### src/rtl/axi_llc_pkg.sv
// Shared types for the LLC lookup controller.
//   lookup_state_e : lookup sequencer states
//   lookup_desc_t  : descriptor handed to the miss/refill path
// The descriptor is sized by the Llc* defaults below. Widen these together
// with any non-default parameterisation of axi_llc_lookup_ctrl.
package axi_llc_pkg;

  localparam int unsigned LlcWays       = 4;
  localparam int unsigned LlcIndexWidth = 8;
  localparam int unsigned LlcTagWidth   = 20;

  typedef enum logic [2:0] {
    IDLE     = 3'd0,
    TAG_RD   = 3'd1,
    TAG_WAIT = 3'd2,
    EVICT    = 3'd3,
    TAG_WR   = 3'd4,
    DESC     = 3'd5
  } lookup_state_e;

  typedef struct packed {
    logic [LlcIndexWidth-1:0] index;
    logic [LlcWays-1:0]       way;
    logic                     hit;
    logic                     evict;
    logic [LlcTagWidth-1:0]   evict_tag;
    logic                     error;
  } lookup_desc_t;

endpackage

### src/rtl/axi_llc_way_sel.sv
// Combinational way selection for the LLC lookup.
//   valid_i/spm_lock_i/cmp_tags_i/req_tag_i -> hit_vec_o : per-way hit compare
//   mux_tags_i/mux_way_i -> mux_tag_o                    : one-hot tag mux
module axi_llc_way_sel #(
  parameter int unsigned Ways     = 4,
  parameter int unsigned TagWidth = 20
) (
  input  logic [Ways-1:0]          valid_i,
  input  logic [Ways-1:0]          spm_lock_i,
  input  logic [Ways*TagWidth-1:0] cmp_tags_i,
  input  logic [TagWidth-1:0]      req_tag_i,
  output logic [Ways-1:0]          hit_vec_o,
  input  logic [Ways*TagWidth-1:0] mux_tags_i,
  input  logic [Ways-1:0]          mux_way_i,
  output logic [TagWidth-1:0]      mux_tag_o
);

  always_comb begin
    hit_vec_o = '0;
    mux_tag_o = '0;
    for (int unsigned w = 0; w < Ways; w++) begin
      hit_vec_o[w] = valid_i[w] & ~spm_lock_i[w] &
                     (cmp_tags_i[w*TagWidth +: TagWidth] == req_tag_i);
      // AND-OR mux: correct only for a one-hot (or zero) select
      mux_tag_o = mux_tag_o |
                  ({TagWidth{mux_way_i[w]}} & mux_tags_i[w*TagWidth +: TagWidth]);
    end
  end

endmodule

### src/rtl/axi_llc_lookup_ctrl.sv
// LLC lookup sequencer: one lookup at a time through tag read, hit check,
// victim selection, tag write and descriptor hand-off.
//   req_*      : incoming lookup (index, tag, write flag)
//   tag_rd_*   : tag SRAM set read, data returns one cycle after grant
//   evict_*    : pseudo-random eviction unit request/response
//   tag_wr_*   : tag SRAM write of the newly allocated line
//   desc_*     : lookup result to the downstream miss/refill path
module axi_llc_lookup_ctrl
  import axi_llc_pkg::*;
#(
  parameter int unsigned SetAssociativity = LlcWays,
  parameter int unsigned IndexWidth       = LlcIndexWidth,
  parameter int unsigned TagWidth         = LlcTagWidth
) (
  input  logic                             clk_i,
  input  logic                             rst_ni,
  input  logic                             req_valid_i,
  output logic                             req_ready_o,
  input  logic [IndexWidth-1:0]            req_index_i,
  input  logic [TagWidth-1:0]              req_tag_i,
  input  logic                             req_write_i,
  input  logic [SetAssociativity-1:0]      spm_lock_i,
  output logic                             tag_rd_req_o,
  input  logic                             tag_rd_gnt_i,
  output logic [IndexWidth-1:0]            tag_rd_index_o,
  input  logic                             tag_rvalid_i,
  input  logic [SetAssociativity-1:0]      tag_valid_i,
  input  logic [SetAssociativity-1:0]      tag_dirty_i,
  input  logic [SetAssociativity*TagWidth-1:0] tag_tag_i,
  output logic                             evict_req_o,
  output logic [SetAssociativity-1:0]      evict_tag_valid_o,
  output logic [SetAssociativity-1:0]      evict_tag_dirty_o,
  input  logic [SetAssociativity-1:0]      evict_way_ind_i,
  input  logic                             evict_evict_i,
  input  logic                             evict_valid_i,
  output logic                             tag_wr_req_o,
  input  logic                             tag_wr_gnt_i,
  output logic [IndexWidth-1:0]            tag_wr_index_o,
  output logic [SetAssociativity-1:0]      tag_wr_way_o,
  output logic [TagWidth-1:0]              tag_wr_tag_o,
  output logic                             tag_wr_dirty_o,
  output logic                             desc_valid_o,
  input  logic                             desc_ready_i,
  output logic [IndexWidth-1:0]            desc_index_o,
  output logic [SetAssociativity-1:0]      desc_way_o,
  output logic                             desc_hit_o,
  output logic                             desc_evict_o,
  output logic [TagWidth-1:0]              desc_evict_tag_o,
  output logic                             desc_error_o
);

  lookup_state_e                       state_q, state_d;
  lookup_desc_t                        desc_q, desc_d;
  logic [TagWidth-1:0]                 tag_q, tag_d;
  logic                                write_q, write_d;
  logic [SetAssociativity-1:0]         valid_q, valid_d;
  logic [SetAssociativity-1:0]         dirty_q, dirty_d;
  logic [SetAssociativity*TagWidth-1:0] tags_q, tags_d;
  logic [SetAssociativity-1:0]         hit_vec;
  logic [TagWidth-1:0]                 victim_tag;

  // Hit compare runs on the live read data; the victim mux uses the latched set.
  axi_llc_way_sel #(
    .Ways     (SetAssociativity),
    .TagWidth (TagWidth)
  ) i_way_sel (
    .valid_i    (tag_valid_i),
    .spm_lock_i (spm_lock_i),
    .cmp_tags_i (tag_tag_i),
    .req_tag_i  (tag_q),
    .hit_vec_o  (hit_vec),
    .mux_tags_i (tags_q),
    .mux_way_i  (evict_way_ind_i),
    .mux_tag_o  (victim_tag)
  );

  always_comb begin
    state_d = state_q;
    desc_d  = desc_q;
    tag_d   = tag_q;
    write_d = write_q;
    valid_d = valid_q;
    dirty_d = dirty_q;
    tags_d  = tags_q;
    unique case (state_q)
      IDLE: begin
        if (req_valid_i) begin
          // Clearing the descriptor here lets hit/error paths leave way/evict at 0.
          desc_d       = '0;
          desc_d.index = req_index_i;
          tag_d        = req_tag_i;
          write_d      = req_write_i;
          state_d      = TAG_RD;
        end
      end
      TAG_RD: begin
        if (tag_rd_gnt_i) state_d = TAG_WAIT;
      end
      TAG_WAIT: begin
        if (tag_rvalid_i) begin
          valid_d = tag_valid_i;
          dirty_d = tag_dirty_i;
          tags_d  = tag_tag_i;
          if (|hit_vec) begin
            desc_d.hit = 1'b1;
            desc_d.way = hit_vec;
            state_d    = DESC;
          end else if (&spm_lock_i) begin
            desc_d.error = 1'b1;
            state_d      = DESC;
          end else begin
            state_d = EVICT;
          end
        end
      end
      EVICT: begin
        if (evict_valid_i) begin
          desc_d.way       = evict_way_ind_i;
          desc_d.evict     = evict_evict_i;
          desc_d.evict_tag = evict_evict_i ? victim_tag : '0;
          state_d          = TAG_WR;
        end
      end
      TAG_WR: begin
        if (tag_wr_gnt_i) state_d = DESC;
      end
      DESC: begin
        if (desc_ready_i) state_d = IDLE;
      end
      default: state_d = IDLE;
    endcase
  end

  always_ff @(posedge clk_i or negedge rst_ni) begin
    if (!rst_ni) begin
      state_q <= IDLE;
      desc_q  <= '0;
      tag_q   <= '0;
      write_q <= 1'b0;
      valid_q <= '0;
      dirty_q <= '0;
      tags_q  <= '0;
    end else begin
      state_q <= state_d;
      desc_q  <= desc_d;
      tag_q   <= tag_d;
      write_q <= write_d;
      valid_q <= valid_d;
      dirty_q <= dirty_d;
      tags_q  <= tags_d;
    end
  end

  assign req_ready_o       = (state_q == IDLE);
  assign tag_rd_req_o      = (state_q == TAG_RD);
  assign tag_rd_index_o    = desc_q.index;
  assign evict_req_o       = (state_q == EVICT);
  assign evict_tag_valid_o = valid_q;
  assign evict_tag_dirty_o = dirty_q;
  assign tag_wr_req_o      = (state_q == TAG_WR);
  assign tag_wr_index_o    = desc_q.index;
  assign tag_wr_way_o      = desc_q.way;
  assign tag_wr_tag_o      = tag_q;
  assign tag_wr_dirty_o    = write_q;
  assign desc_valid_o      = (state_q == DESC);
  assign desc_index_o      = desc_q.index;
  assign desc_way_o        = desc_q.way;
  assign desc_hit_o        = desc_q.hit;
  assign desc_evict_o      = desc_q.evict;
  assign desc_evict_tag_o  = desc_q.evict_tag;
  assign desc_error_o      = desc_q.error;

  a_single_hit: assert property (@(posedge clk_i) disable iff (!rst_ni)
    (state_q == TAG_WAIT && tag_rvalid_i) |-> $onehot0(hit_vec));

  a_victim_legal: assert property (@(posedge clk_i) disable iff (!rst_ni)
    (state_q == EVICT && evict_valid_i) |->
      ($onehot(evict_way_ind_i) && ((evict_way_ind_i & spm_lock_i) == '0)));

endmodule

### config.mk
export PLATFORM = sky130hd
export DESIGN_NAME = axi_llc_lookup_ctrl
export DESIGN_NICKNAME = d
export VERILOG_FILES = /design/src/rtl/axi_llc_pkg.sv /design/src/rtl/axi_llc_way_sel.sv /design/src/rtl/axi_llc_lookup_ctrl.sv
export SDC_FILE = /design/constraint.sdc
export NUM_CORES = 1
export LEC_CHECK = 0
export ABC_CLOCK_PERIOD_IN_PS = 4500
export BUFFER_PORTS_ARGS = -buffer_cell sky130_fd_sc_hd__buf_2
export CELL_PAD_IN_SITES_DETAIL_PLACEMENT = 1
export CELL_PAD_IN_SITES_GLOBAL_PLACEMENT = 2
export CORE_MARGIN = 4
export CORE_UTILIZATION = 36
export DETAILED_ROUTE_END_ITERATION = 10
export PLACE_DENSITY = 0.87
export SETUP_SLACK_MARGIN = 0.15
export SYNTH_ARGS = -nofsm -noshare
export SYNTH_HDL_FRONTEND = slang
export SYNTH_SLANG_ARGS = --single-unit
### constraint.sdc
create_clock -name clk_i -period 4.5 [get_ports clk_i]
set_clock_uncertainty 0.2 [all_clocks]
set_input_delay 0.45 -clock clk_i [delete_from_list [all_inputs] [get_ports clk_i]]
set_output_delay 0.45 -clock clk_i [all_outputs]
set_load 0.01 [all_outputs]
==> results <==
- The DRC marker count from the first detailed-route iteration is 266.
- Measured against the total synthesized area, the mux share comes to a little under a fifth.
- The total area inside the core boundary comes to a little under 20,000 µm².
- In this run the register-to-register setup slack is 1560 ps.
- The clock slew seen by the registers of the worst setup and hold paths is 60 ps.
- Each instance of the synthesized netlist takes up on average roughly 12 µm².
- Measured in cells, the most critical reg-to-reg path has a length of 4.
- The remaining max-slew budget at the tightest pin is ~20%.
- The insertion delay to the later sink of the worst-skew pair is 420 ps.
- Setup slack closes at 1560 ps.
- The synthesized net count is just over 700.
- CTS placed an instance of sky130_fd_sc_hd__clkbuf_16 at the clock tree root.
- Max-cap violations in this run came to 0.
- The number of nets in the finished design is around 900.
- The area occupied by multi-input gates is approximately 3200 µm².
- The aggregate global-route resource usage is a little over a fifth.
- The run finished with clean final reports.
- The clock net in this run drives a total of 147 sinks.
- In this run the deepest clock path goes through 2 buffers.
- The arithmetic-cell share of the synthesized area counting full adders, half adders and majority gates is 0%.
- Relative to the synthesized area, the layout overhead comes to 24.6%.
- Of the available clock period, the critical path in the final layout requires 65.3%.
- In the routed layout, each cell is associated on average with a via count of 5.25.
- The number of failing hold endpoints at the final stage came to 0.
- Once placement finished, the instance area stood at 8350 µm².
- Registers take roughly 3700 µm².
- STA classifies the critical path startpoint as a register.
- The final weighted congestion in routability-driven placement is 0.847.
- At the placement stage, the worst setup path has a slack of about 1600 ps.
- The via count of the first global-routing pass is 6,103.
- The sequential cell area fraction in the yosys report is 50.7%.
- The startpoint of the lowest-slack register-to-register path is state_q[1].
- The leakage power figure is 4.15 nW.
- The remaining global-route overflow is 0.
- Fill cells in the final layout number around 2,200.
- Clock tree synthesis inserted a total of 17 buffers.
- The worst-case vdd ir drop is 0.295 mV.
- The effective utilization at floorplan is 36.9%.
- The number of antenna violations at the first check in global routing was 2.
- In the layout the commonest cells are 221 x sky130_fd_sc_hd__buf_2, 147 x sky130_fd_sc_hd__dfrtp_1, 121 x sky130_fd_sc_hd__mux2_2.
- The power per cell area is between 700 and 800 nW/µm².
- The count of antenna-violating nets left after detailed routing is 0.
- The simple-gate portion of the synthesized area is 5.90%.
- Summing over every cut layer, the via total after detailed routing is 5,463.
- For the worst setup path, the data required time is 4590 ps.
- The count of buffers added on input and output ports is 222.
- The number of post-CTS setup repair buffers is 0.
- The routed design has 24,700 µm of wire.
- The Yosys step of the flow raised 0 warnings.
- The total number of H-tree levels is 4.
- The arrival time at the worst endpoint is just over 3000 ps.
- The total setup violations reported at the end of the flow is 0.
- The number of pins with negative max-slew slack in the final report is 0.
- The synthesized-area fraction occupied by ao, oa, aoi and oai cells is 8.99%.
- The termination of the worst setup path is desc_evict_tag_o[2].
- The vertical die dimension is 150 µm.
- The number of cells produced by synthesis is between 500 and 600.
- Setup repair after global routing left no endpoint under its margin.
- The count of TritonRoute iterations in the first routing pass is 4.
- The worst setup path is of the register to register kind.
- The die boundary width is around 150 µm.
- Derived from the worst setup path, the maximum achievable clock frequency is approximately 340 MHz.
- The actual transition at the worst max-transition pin is 1190 ps.
- The finished cells cover 9030 µm².
- The critical path starts at state_q[1].
- In the final timing run, aggregate negative setup slack is 0 ps.
- Gates resized during post-CTS repair numbered 0.
- The pin count of the biggest net entering global routing is 89.
- The worst setup path is captured at a register.
- The end of the worst register-to-register path is desc_evict_tag_o[2].
- The largest family of logic cells by synthesized area is multiplexers.
- The highest fanout seen on the critical path is 21.
- The unique cell type count in the Yosys netlist is 40.
- The detail-routed net length per standard cell is 23.7 µm.
- The first-pass GRT wire length is 36,600 µm.
- The library cell used most frequently in the layout, excluding fill and tap cells, is sky130_fd_sc_hd__buf_2.
- Cells with a size suffix above 1 make up 49.4% of the layout.
- After detailed routing, the number of remaining DRC violations is 0.
- The path class of the tightest hold or removal check is input pin to register.
- After Yosys synthesis, XOR and XNOR cells account for 9.79% of the synthesized area.
- The post-synthesis instance area is 7250 µm².
- In this run, synthesis produced a sequential element count of ~150.
- The TritonCTS clock tree is built.
- Detailed placement ended at an HPWL of 18,100 µm.
- The cell row count is 51.
- The number of hold buffers added after CTS is 1.
- The die covers ~22,000 µm².
- The final critical path time including I/O delays and setup is 2940 ps.
- The number of top-level pins is about 220.
[sequential cells by signal (all words and copies together), names as in the netlist]
name and cells:
desc_evict_tag_o 20, tags_q 80, tag_wr_tag_o 20, tag_wr_dirty_o 1, evict_tag_dirty_o 4, desc_index_o 8, desc_way_o 4, desc_evict_o 1
desc_hit_o 1, desc_error_o 1, state_q 3, evict_tag_valid_o 4
[cells in the mapped netlist]
cell type	count	area, µm²
sky130_fd_sc_hd__or4_1	1	7.51
sky130_fd_sc_hd__o21ai_0	3	15.0
sky130_fd_sc_hd__nand3_1	4	20.0
sky130_fd_sc_hd__nor2_1	6	22.5
sky130_fd_sc_hd__nor3_1	4	20.0
sky130_fd_sc_hd__nor4_1	10	62.6
sky130_fd_sc_hd__xor2_1	33	289
sky130_fd_sc_hd__clkbuf_1	29	109
sky130_fd_sc_hd__a22o_1	22	193
sky130_fd_sc_hd__nand2_1	31	116
sky130_fd_sc_hd__nor3b_2	1	12.5
sky130_fd_sc_hd__xnor2_1	48	420
sky130_fd_sc_hd__inv_1	4	15.0
sky130_fd_sc_hd__nor2b_1	2	12.5
sky130_fd_sc_hd__o32a_1	1	10.0
sky130_fd_sc_hd__o32ai_1	1	8.76
sky130_fd_sc_hd__nand4b_1	1	8.76
sky130_fd_sc_hd__nand4_1	11	68.8
sky130_fd_sc_hd__a22oi_1	2	15.0
sky130_fd_sc_hd__o31ai_1	21	158
sky130_fd_sc_hd__o22ai_1	1	6.26
sky130_fd_sc_hd__a21oi_1	3	15.0
sky130_fd_sc_hd__a221oi_1	20	175
sky130_fd_sc_hd__buf_2	16	80.1
sky130_fd_sc_hd__nand3b_1	2	15.0
sky130_fd_sc_hd__buf_4	24	180
sky130_fd_sc_hd__nand2b_1	1	6.26
sky130_fd_sc_hd__a32oi_1	1	8.76
sky130_fd_sc_hd__dfrtp_1	147	3680
sky130_fd_sc_hd__o41ai_1	1	8.76
sky130_fd_sc_hd__o2bb2ai_1	2	17.5
sky130_fd_sc_hd__buf_6	1	11.3
sky130_fd_sc_hd__mux2_2	121	1360
sky130_fd_sc_hd__buf_1	1	3.75
sky130_fd_sc_hd__and4_1	1	8.76
sky130_fd_sc_hd__or2_2	2	12.5
sky130_fd_sc_hd__a31oi_4	1	21.3
sky130_fd_sc_hd__and2_1	3	18.8
sky130_fd_sc_hd__mux2i_1	2	20.0
sky130_fd_sc_hd__nor3b_1	2	15.0
[power by group]
group          switching (mW)  internal [mW]
Combinational            1.30           1.25
Sequential              0.601           1.96
Clock                   0.558           1.06
[worst max-delay path, cell delays in order (launching register included)]
cell and delay (ps):
sky130_fd_sc_hd__dfrtp_1 500, sky130_fd_sc_hd__inv_1 140, sky130_fd_sc_hd__nor3b_2 560, sky130_fd_sc_hd__nand2_1 850, sky130_fd_sc_hd__o31ai_1 560
[kinds of logic after synthesis]
family                 count (synthesis)
multiplexers                         123
XOR/XNOR                              81
AO/OA/AOI/OAI                         79
buffers and inverters                 75
AND/OR/NAND/NOR                       82
flip-flops                           147
[per-layer routing]
layer  GRT usage (%)  share of wire, %
met1            28.0                43
met2            37.4                51
met3            4.78               5.0
met4            5.99               1.5
met5               0              0.11
[through the flow]
step	total power [mW]	utilization (%)	hold WS [ps]	std cells
3_5_place_dp	5.15	42.5	266	1006
2_1_floorplan	4.23	-	-45.6	587
5_1_grt	7.10	45.9	41.3	1039
4_1_cts	6.79	45.9	44.2	1039
6_report	6.73	45.9	61.9	1040
3_3_place_gp	4.98	42.5	256	1006
[how the worst min path moves through the flow]
stage                         startpoint                    to  slack, ps  depth (start not counted)
floorplan                         rst_ni          desc_error_o        -50                          0
detailed placement          desc_evict_o          desc_evict_o        270                          2
CTS                       req_index_i[2]       desc_index_o[2]         40                          2
finish                     req_tag_i[12]      tag_wr_tag_o[12]         60                          2
global placement    desc_evict_tag_o[16]  desc_evict_tag_o[16]        260                          2
global route              req_index_i[2]       desc_index_o[2]         40                          2
[final cells by class]
type                       instances  area share (%)
antenna                            1          0.0277
clock buffer                      24            5.56
clock inverter                     8            1.88
inverter                           4           0.166
multi-input combinational        365            35.2
sequential                       147            40.7
tap                              265            3.67
timing repair buffer             226            12.7
(Power assumes the default switching activity.)
